### src/rtl/aes_inv_key_gen_if.sv
// Handshake and shared S-box bundle for the inverse AES-128 key generator.
// The slave modport is the generator side; the master side is its user.
interface aes_inv_key_gen_if;
    logic         en;
    logic         start;
    logic [127:0] key_i;
    logic         busy;
    logic [127:0] key_o;
    logic         key_vld;
    logic         key_rdy;
    logic [3:0]   rnd_o;
    logic         done;
    logic [31:0]  sub_o;
    logic [31:0]  sub_i;

    modport master (
        output en, start, key_i, key_rdy, sub_i,
        input  busy, key_o, key_vld, rnd_o, done, sub_o
    );

    modport slave (
        input  en, start, key_i, key_rdy, sub_i,
        output busy, key_o, key_vld, rnd_o, done, sub_o
    );
endinterface

### src/rtl/aes_inv_key_gen.sv
// Reverse AES-128 key schedule: streams K9..K0 from K10 via a shared S-box.
// AES_INV_KEY_GEN_FWD_EN: key_i is K0 and a forward pass derives K10 first.
module aes_inv_key_gen #(
    parameter int         NR        = 10,
    parameter logic [7:0] RCON_LAST = 8'h36
) (
    input logic              clk,
    input logic              rst,
    aes_inv_key_gen_if.slave bus
);
    typedef enum logic [1:0] {S_IDLE, S_FWD, S_STEP, S_STREAM} state_t;

    state_t       r_state;
    logic [127:0] r_work;
    logic [127:0] r_key;
    logic [7:0]   r_rcon;
    logic [3:0]   r_rnd;
    logic         r_vld;
    logic         r_done;
`ifdef AES_INV_KEY_GEN_FWD_EN
    logic [3:0]   r_fcnt;
`endif

    logic [127:0] w_src;
    logic [31:0]  w_v3;
    logic [31:0]  w_sub;
    logic [31:0]  w_v0;
    logic [127:0] w_prev;

    function automatic logic [31:0] rotw(input logic [31:0] w);
        return {w[23:0], w[31:24]};
    endfunction

    // Inverse of xtime: undoes the 0x1b reduction when the low bit is set.
    function automatic logic [7:0] rcon_dn(input logic [7:0] rc);
        return rc[0] ? (((rc ^ 8'h1b) >> 1) | 8'h80) : (rc >> 1);
    endfunction

    always_comb begin
        w_src = (r_state == S_STEP) ? r_work : r_key;
        w_v3  = w_src[31:0] ^ w_src[63:32];
        case (r_state)
            S_IDLE:  w_sub = '0;
            S_FWD:   w_sub = rotw(r_work[31:0]);
            default: w_sub = rotw(w_v3);
        endcase
        w_v0   = w_src[127:96] ^ bus.sub_i ^ {r_rcon, 24'h0};
        w_prev = {w_v0,
                  w_src[95:64] ^ w_src[127:96],
                  w_src[63:32] ^ w_src[95:64],
                  w_v3};
    end

`ifdef AES_INV_KEY_GEN_FWD_EN
    logic [31:0] w_f0, w_f1, w_f2, w_f3;

    always_comb begin
        w_f0 = r_work[127:96] ^ bus.sub_i ^ {r_rcon, 24'h0};
        w_f1 = r_work[95:64] ^ w_f0;
        w_f2 = r_work[63:32] ^ w_f1;
        w_f3 = r_work[31:0] ^ w_f2;
    end
`endif

    assign bus.sub_o   = w_sub;
    assign bus.key_o   = r_key;
    assign bus.key_vld = r_vld;
    assign bus.rnd_o   = r_rnd;
    assign bus.done    = r_done;
    assign bus.busy    = (r_state != S_IDLE);

    always_ff @(posedge clk) begin
        if (rst) begin
            r_state <= S_IDLE;
            r_work  <= '0;
            r_key   <= '0;
            r_rcon  <= RCON_LAST;
            r_rnd   <= '0;
            r_vld   <= 1'b0;
            r_done  <= 1'b0;
`ifdef AES_INV_KEY_GEN_FWD_EN
            r_fcnt  <= '0;
`endif
        end else if (bus.en) begin
            r_done <= 1'b0;
            unique case (r_state)
                S_IDLE: begin
                    if (bus.start) begin
                        r_work <= bus.key_i;
`ifdef AES_INV_KEY_GEN_FWD_EN
                        r_rcon  <= 8'h01;
                        r_fcnt  <= '0;
                        r_state <= S_FWD;
`else
                        r_rcon  <= RCON_LAST;
                        r_state <= S_STEP;
`endif
                    end
                end
                S_FWD: begin
`ifdef AES_INV_KEY_GEN_FWD_EN
                    r_work <= {w_f0, w_f1, w_f2, w_f3};
                    r_fcnt <= r_fcnt + 4'd1;
                    if (r_fcnt == 4'(NR - 1)) begin
                        r_rcon  <= RCON_LAST;
                        r_state <= S_STEP;
                    end else begin
                        r_rcon <= {r_rcon[6:0], 1'b0} ^
                                  (r_rcon[7] ? 8'h1b : 8'h00);
                    end
`else
                    r_state <= S_IDLE;
`endif
                end
                S_STEP: begin
                    r_key   <= w_prev;
                    r_rnd   <= 4'(NR - 1);
                    r_vld   <= 1'b1;
                    r_rcon  <= rcon_dn(r_rcon);
                    r_state <= S_STREAM;
                end
                S_STREAM: begin
                    if (bus.key_rdy) begin
                        if (r_rnd == 4'd0) begin
                            r_vld   <= 1'b0;
                            r_done  <= 1'b1;
                            r_state <= S_IDLE;
                        end else begin
                            r_key  <= w_prev;
                            r_rnd  <= r_rnd - 4'd1;
                            r_rcon <= rcon_dn(r_rcon);
                        end
                    end
                end
            endcase
        end
    end
endmodule

### src/flat_wrapper.sv
// flat-port wrapper written by rule: the top's interface ports become plain ports
module aes_inv_key_gen_flat 
#(
    parameter int         NR        = 10,
    parameter logic [7:0] RCON_LAST = 8'h36
)
  (clk, rst, bus_en, bus_start, bus_key_i, bus_key_rdy, bus_sub_i, bus_busy, bus_key_o, bus_key_vld, bus_rnd_o, bus_done, bus_sub_o);
  aes_inv_key_gen_if bus_i ();
  input logic clk;
  input logic rst;
  input wire logic [$bits(bus_i.en)-1:0] bus_en;
  input wire logic [$bits(bus_i.start)-1:0] bus_start;
  input wire logic [$bits(bus_i.key_i)-1:0] bus_key_i;
  input wire logic [$bits(bus_i.key_rdy)-1:0] bus_key_rdy;
  input wire logic [$bits(bus_i.sub_i)-1:0] bus_sub_i;
  output wire logic [$bits(bus_i.busy)-1:0] bus_busy;
  output wire logic [$bits(bus_i.key_o)-1:0] bus_key_o;
  output wire logic [$bits(bus_i.key_vld)-1:0] bus_key_vld;
  output wire logic [$bits(bus_i.rnd_o)-1:0] bus_rnd_o;
  output wire logic [$bits(bus_i.done)-1:0] bus_done;
  output wire logic [$bits(bus_i.sub_o)-1:0] bus_sub_o;
  assign bus_i.en = bus_en;
  assign bus_i.start = bus_start;
  assign bus_i.key_i = bus_key_i;
  assign bus_i.key_rdy = bus_key_rdy;
  assign bus_i.sub_i = bus_sub_i;
  assign bus_busy = bus_i.busy;
  assign bus_key_o = bus_i.key_o;
  assign bus_key_vld = bus_i.key_vld;
  assign bus_rnd_o = bus_i.rnd_o;
  assign bus_done = bus_i.done;
  assign bus_sub_o = bus_i.sub_o;
  aes_inv_key_gen #(.NR(NR), .RCON_LAST(RCON_LAST)) u_core (.clk(clk), .rst(rst), .bus(bus_i));
endmodule
### config.mk
export PLATFORM = sky130hd
export DESIGN_NAME = aes_inv_key_gen_flat
export DESIGN_NICKNAME = d
export VERILOG_FILES = /design/src/rtl/aes_inv_key_gen_if.sv /design/src/rtl/aes_inv_key_gen.sv /design/src/flat_wrapper.sv
export SDC_FILE = /design/constraint.sdc
export NUM_CORES = 1
export LEC_CHECK = 0
export ABC_AREA = 0
export ABC_CLOCK_PERIOD_IN_PS = 2600
export CAP_MARGIN = 20
export CORE_MARGIN = 2
export CORE_UTILIZATION = 45
export CTS_CLUSTER_SIZE = 16
export DETAILED_ROUTE_END_ITERATION = 6
export GPL_TIMING_DRIVEN = 0
export MAX_ROUTING_LAYER = met4
export PLACE_DENSITY = 0.77
export SETUP_SLACK_MARGIN = 0.5
export SYNTH_ARGS = -nofsm -noshare
export SYNTH_HDL_FRONTEND = slang
export SYNTH_SLANG_ARGS = --single-unit
export TNS_END_PERCENT = 20
### constraint.sdc
create_clock -name clk -period 2.6 [get_ports clk]
set_input_delay 0.65 -clock clk [delete_from_list [all_inputs] [get_ports clk]]
set_output_delay 0.65 -clock clk [all_outputs]
set_load 0.02 [all_outputs]
-- After elaboration in Yosys (flattened, before gate mapping)
Index checks and enable logic that the tools add are counted.
- input port bits: 165
- word-level logic and storage cells: 54
- output and inout bits: 167
- flip-flop bits (word level): 272
- equality and inequality tests: 7
- bitwise operators: 6
- reductions and logical operators: 10
- multiplexer cells: 23
- add/sub/neg operators: 1
- operator list (cell ; number):
    $mux 128 ; 3
    $pmux 128 s2 ; 1
    $xor 32x32->32 ; 5
    $pmux 32 s2 ; 1
    $mux 8 ; 4
    $pmux 8 s3 ; 1
    $reduce_and 4->1 ; 3
    $mux 4 ; 2
    $pmux 2 s4 ; 1
    $pmux 4 s2 ; 1
    $mux 2 ; 3
    $ne 2x2->1 const B ; 3
    $mux 1 ; 5
    $reduce_and 5->1 ; 1
    $eq 2x2->1 const B ; 2
    $logic_not 4->1 ; 1
    $not 4->4 ; 1
    $reduce_bool 2->1 ; 2
    $sub 4x1->4 const B ; 1
    $reduce_and 3->1 ; 1
    $reduce_bool 3->1 ; 1
    $eq 2x1->1 const B ; 1
    $logic_not 2->1 ; 1
    $ne 2x1->1 const B ; 1
    $pmux 1 s2 ; 1

-- Longest topological paths before layout
- depth after elaboration: 7
- gate-level depth with buffers: 9
- depth with buffers taken out: 6

-- Worst setup path after synthesis
OpenSTA, ideal clock, no wires.
- path kind: register to output
- from: register u_core.r_state[0]
- to: output port bus_sub_o[10]
- setup slack: 0.507 ns
- path buffers: 2
- cell stages (with the launch flop): 6
- arrival time: 1.443 ns
- required time: 1.950 ns
- cell sequence: dfxtp_1 -> nand2b_1 -> clkbuf_1 -> buf_2 -> nor2_1 -> or2_2
- word-level cells in the longest chain between the ends: 4
- elaborated cells on any way between the ends: 6
- those cells by class: 2 x eq/ne; 2 x mux; 1 x bitwise; 1 x reduce/logical
- ends and longest elaborated chain (element ; RTL line ; RTL):
    from (decl) ; aes_inv_key_gen.sv:13 ; state_t r_state;
    from (signal assigned) ; aes_inv_key_gen.sv:74 ; r_state <= S_IDLE;
    from (signal assigned) ; aes_inv_key_gen.sv:96 ; r_state <= S_STEP;
    from (signal assigned) ; aes_inv_key_gen.sv:112 ; r_state <= S_IDLE;
    $eq 2x2->1 ; aes_inv_key_gen.sv:40 ; w_src = (r_state == S_STEP) ? r_work : r_key;
    $mux 128 ; aes_inv_key_gen.sv:40 ;
    $xor 32x32->32 ; aes_inv_key_gen.sv:41 ; w_v3 = w_src[31:0] ^ w_src[63:32];
    $pmux 32 s2 * ; aes_inv_key_gen.sv:42 ; case (r_state)
    to (decl) ; flat_wrapper.sv:21 ; output wire logic [$bits(bus_i.sub_o)-1:0] bus_sub_o;
Mark *: on every way between the ends. The rest lies on a longest branch, timed or not.

-- Final worst setup path
- from: register u_core.r_state[1]
- to: output port bus_sub_o[31]
Same word-level chain as after synthesis.

==> impl_metrics.json <==
{
  "status": "complete, no violations",
  "clock_latency_ns": 0.57,
  "synthAdderAreaFrac": 0.00180,
  "synth-compound-area-share": 0.214,
  "syn_avg_cell_area_um2": 7.32,
  "finish.utilization": 0.635,
  "critPathKind": "register to output pin",
  "boundaryPins": 332,
  "die_h_um": 180,
  "final_cell_count_no_fill": 2698,
  "layout-drive-gt1-share": 0.105,
  "rsz0062_at_grt": "true",
  "start_util": 0.456,
  "p_leak_nw": 6.46,
  "path_clk_slew_ns": 0.07,
  "drv_cap": 0,
  "synthSimpleGateAreaFrac": 0.250,
  "wire_per_inst_um": 21.7,
  "postCtsHoldBufs": 0,
  "yosysSeqAreaShare": 0.391,
  "grt_max_degree": 15,
  "synth_xor_area_frac": 0.0875,
  "crit_path_end_kind": "output pin",
  "grt_pass1_vias": 15300,
  "arrival_ns": 1.92,
  "synth_edf_count": 0,
  "drc": 0,
  "area_delta_synth_final_pct": 39.1,
  "cts_inserted_buffers": 30,
  "setup_violations": 0,
  "drtIter0Drc": 1857,
  "track_usage": 0.352,
  "min_path_type": "input port to register",
  "syn_nets": 2069,
  "slew_violations": 0,
  "crit_fanout": 6,
  "final_cell_mix": "nand2_1 (377), clkdlybuf4s50_1 (294), dfxtp_1 (268), a21oi_1 (264), nor2_1 (181)",
  "skew_ns": 0.00917,
  "fmax_mhz": 389,
  "synth_cell_types": 45,
  "dp_hpwl_mm": 42.4,
  "overflow": 0,
  "drt_first_pass_iters": 7,
  "finalHoldViolCount": 0,
  "core-area_um2": 30500,
  "worst_pin_slew_ns": 0.841,
  "clockBufferDepth": 3,
  "async_reset_ff_frac": 0,
  "place_inst": 2626,
  "cts_tree": "done",
  "via_per_inst": 5.89,
  "nNetsFinal": 2442,
  "vias": 15900,
  "synth_top_family_by_area": "simple AND/OR/NAND/NOR gates",
  "mostFrequentLayoutCell": "nand2_1",
  "vdd_ir_drop_max_v": 0.000522,
  "clockRootBuffer": "clkbuf_16",
  "antenna_found_initial": 3,
  "synth_cells": 1902,
  "rows": 64,
  "die_w_um": 180,
  "ys.flop_type": "dfxtp_1",
  "yosysWarningCount": 0,
  "power_density_nw_per_um2": 596,
  "io_buffers": 328,
  "synthMuxAreaShare": 0.00719,
  "ant_nets": 0,
  "wl_mm": 58.6,
  "cp.required_ns": 1.95,
  "period_share": 0.988,
  "relSlewSlack": 0.439,
  "die_area_um2": 32400,
  "clkSinkCount": 272,
  "postPlaceCellArea_um2": 17700,
  "ys_ff_latch": 272,
  "cp-start-kind": "register",
  "grt_pass1_wl_mm": 86.9,
  "final.min_clock_period_ns": 2.57,
  "design_area_um2": 19400,
  "htree_levels": 1,
  "gp_congestion": 0.952,
  "whs_ns": 0.423,
  "synth_area_um2": 13900
}
## cell type report
class	count	area, um^2
tap	396	495
inverter	6	22.5
antenna	3	7.51
clock inverter	9	95.1
sequential	272	5450
buffer	146	973
multi-input combinational	1478	7950
fill	2648	11100
timing repair buffer	341	3470
clock buffer	47	906
## cells in the mapped netlist (4+ instances only)
cell type | count | share of area
or2_1 | 20 | 0.0090
o21ai_0 | 186 | 0.067
nand2_1 | 377 | 0.10
o21ai_1 | 39 | 0.014
nor2_1 | 202 | 0.054
nor3b_1 | 97 | 0.052
buf_6 | 4 | 0.0032
a31oi_1 | 33 | 0.015
buf_2 | 51 | 0.018
or2_2 | 12 | 0.0054
xnor2_1 | 136 | 0.086
nand4_1 | 26 | 0.012
or3_1 | 8 | 0.0036
a21o_1 | 24 | 0.013
a21oi_1 | 264 | 0.095
dfxtp_1 | 272 | 0.39
a22o_1 | 8 | 0.0050
clkbuf_1 | 87 | 0.023
mux2_2 | 6 | 0.0049
inv_1 | 6 | 0.0016
nand3_1 | 5 | 0.0018
## sequential cells by signal, summed over array words and instances (netlist names)
| register | flops |
|---|---|
| u_core.bus.done | 1 |
| u_core.bus.key_vld | 1 |
| u_core.r_state | 2 |
| u_core.bus.rnd_o | 4 |
| u_core.r_rcon | 8 |
| u_core.r_work | 128 |
| u_core.bus.key_o | 128 |
## per-layer routing
metal | global-route usage | wire length [um]
met5 | - | 0
met4 | 0.190 | 3020
met3 | 0.0654 | 6080
met2 | 0.557 | 27000
met1 | 0.425 | 22500
## timing repair
action,in CTS,in global routing
endpoints found under the setup margin,389,366
cloned,2,5
setup buffers,6,0
resized for setup,261,161
pin swaps,15,15
## per-stage QoR
step	worst slack [ns]	TNS, ns	total power, mW
after floorplan	0.507	0	5.84
after global placement	-0.682	-63.49	6.87
after detailed placement	-0.690	-66.80	6.92
after CTS	0.0409	0	11.3
after global routing	0.0181	0	11.8
final	0.0299	0	11.5
## path summary, 6_finish.rpt
| path | from | end | slack, ns | cells past startpoint |
|---|---|---|---|---|
| worst max-delay path | u_core.r_state[1] | bus_sub_o[31] | 0.03 | 7 |
| worst min-delay path | bus_en | u_core.bus.done | 0.42 | 4 |
| worst max register to register | u_core.bus.rnd_o[0] | u_core.bus.key_o[108] | 0.38 | 8 |
| worst min register to register | u_core.r_work[15] | u_core.r_work[15] | 0.48 | 2 |
## report_power, final
| part | total (mW) | leakage, nW | internal [mW] | switching, mW |
|---|---|---|---|---|
| sequential | 4.60 | 2.21 | 4.36 | 0.245 |
| combinational | 2.55 | 3.76 | 1.07 | 1.48 |
| clock | 4.39 | 0.499 | 2.58 | 1.82 |
| total | 11.5 | 6.46 | 8.00 | 3.54 |
## logic make-up after synthesis
logic type / count (synthesis)
AO/OA/AOI/OAI: 563
XOR/XNOR: 139
adder cells (fa/ha/maj): 2
buffers and inverters: 152
flip-flops: 272
multiplexers: 9
AND/OR/NAND/NOR: 765
## critical path: stages, from the launching register on
cell and delay (ns):
dfxtp_2 0.33, buf_6 0.14, nand2b_4 0.09, clkbuf_16 0.17
buf_8 0.14, nor2_1 0.05, or2_1 0.26, buf_6 0.15
Note: power is estimated with default switching activity, not from simulation.
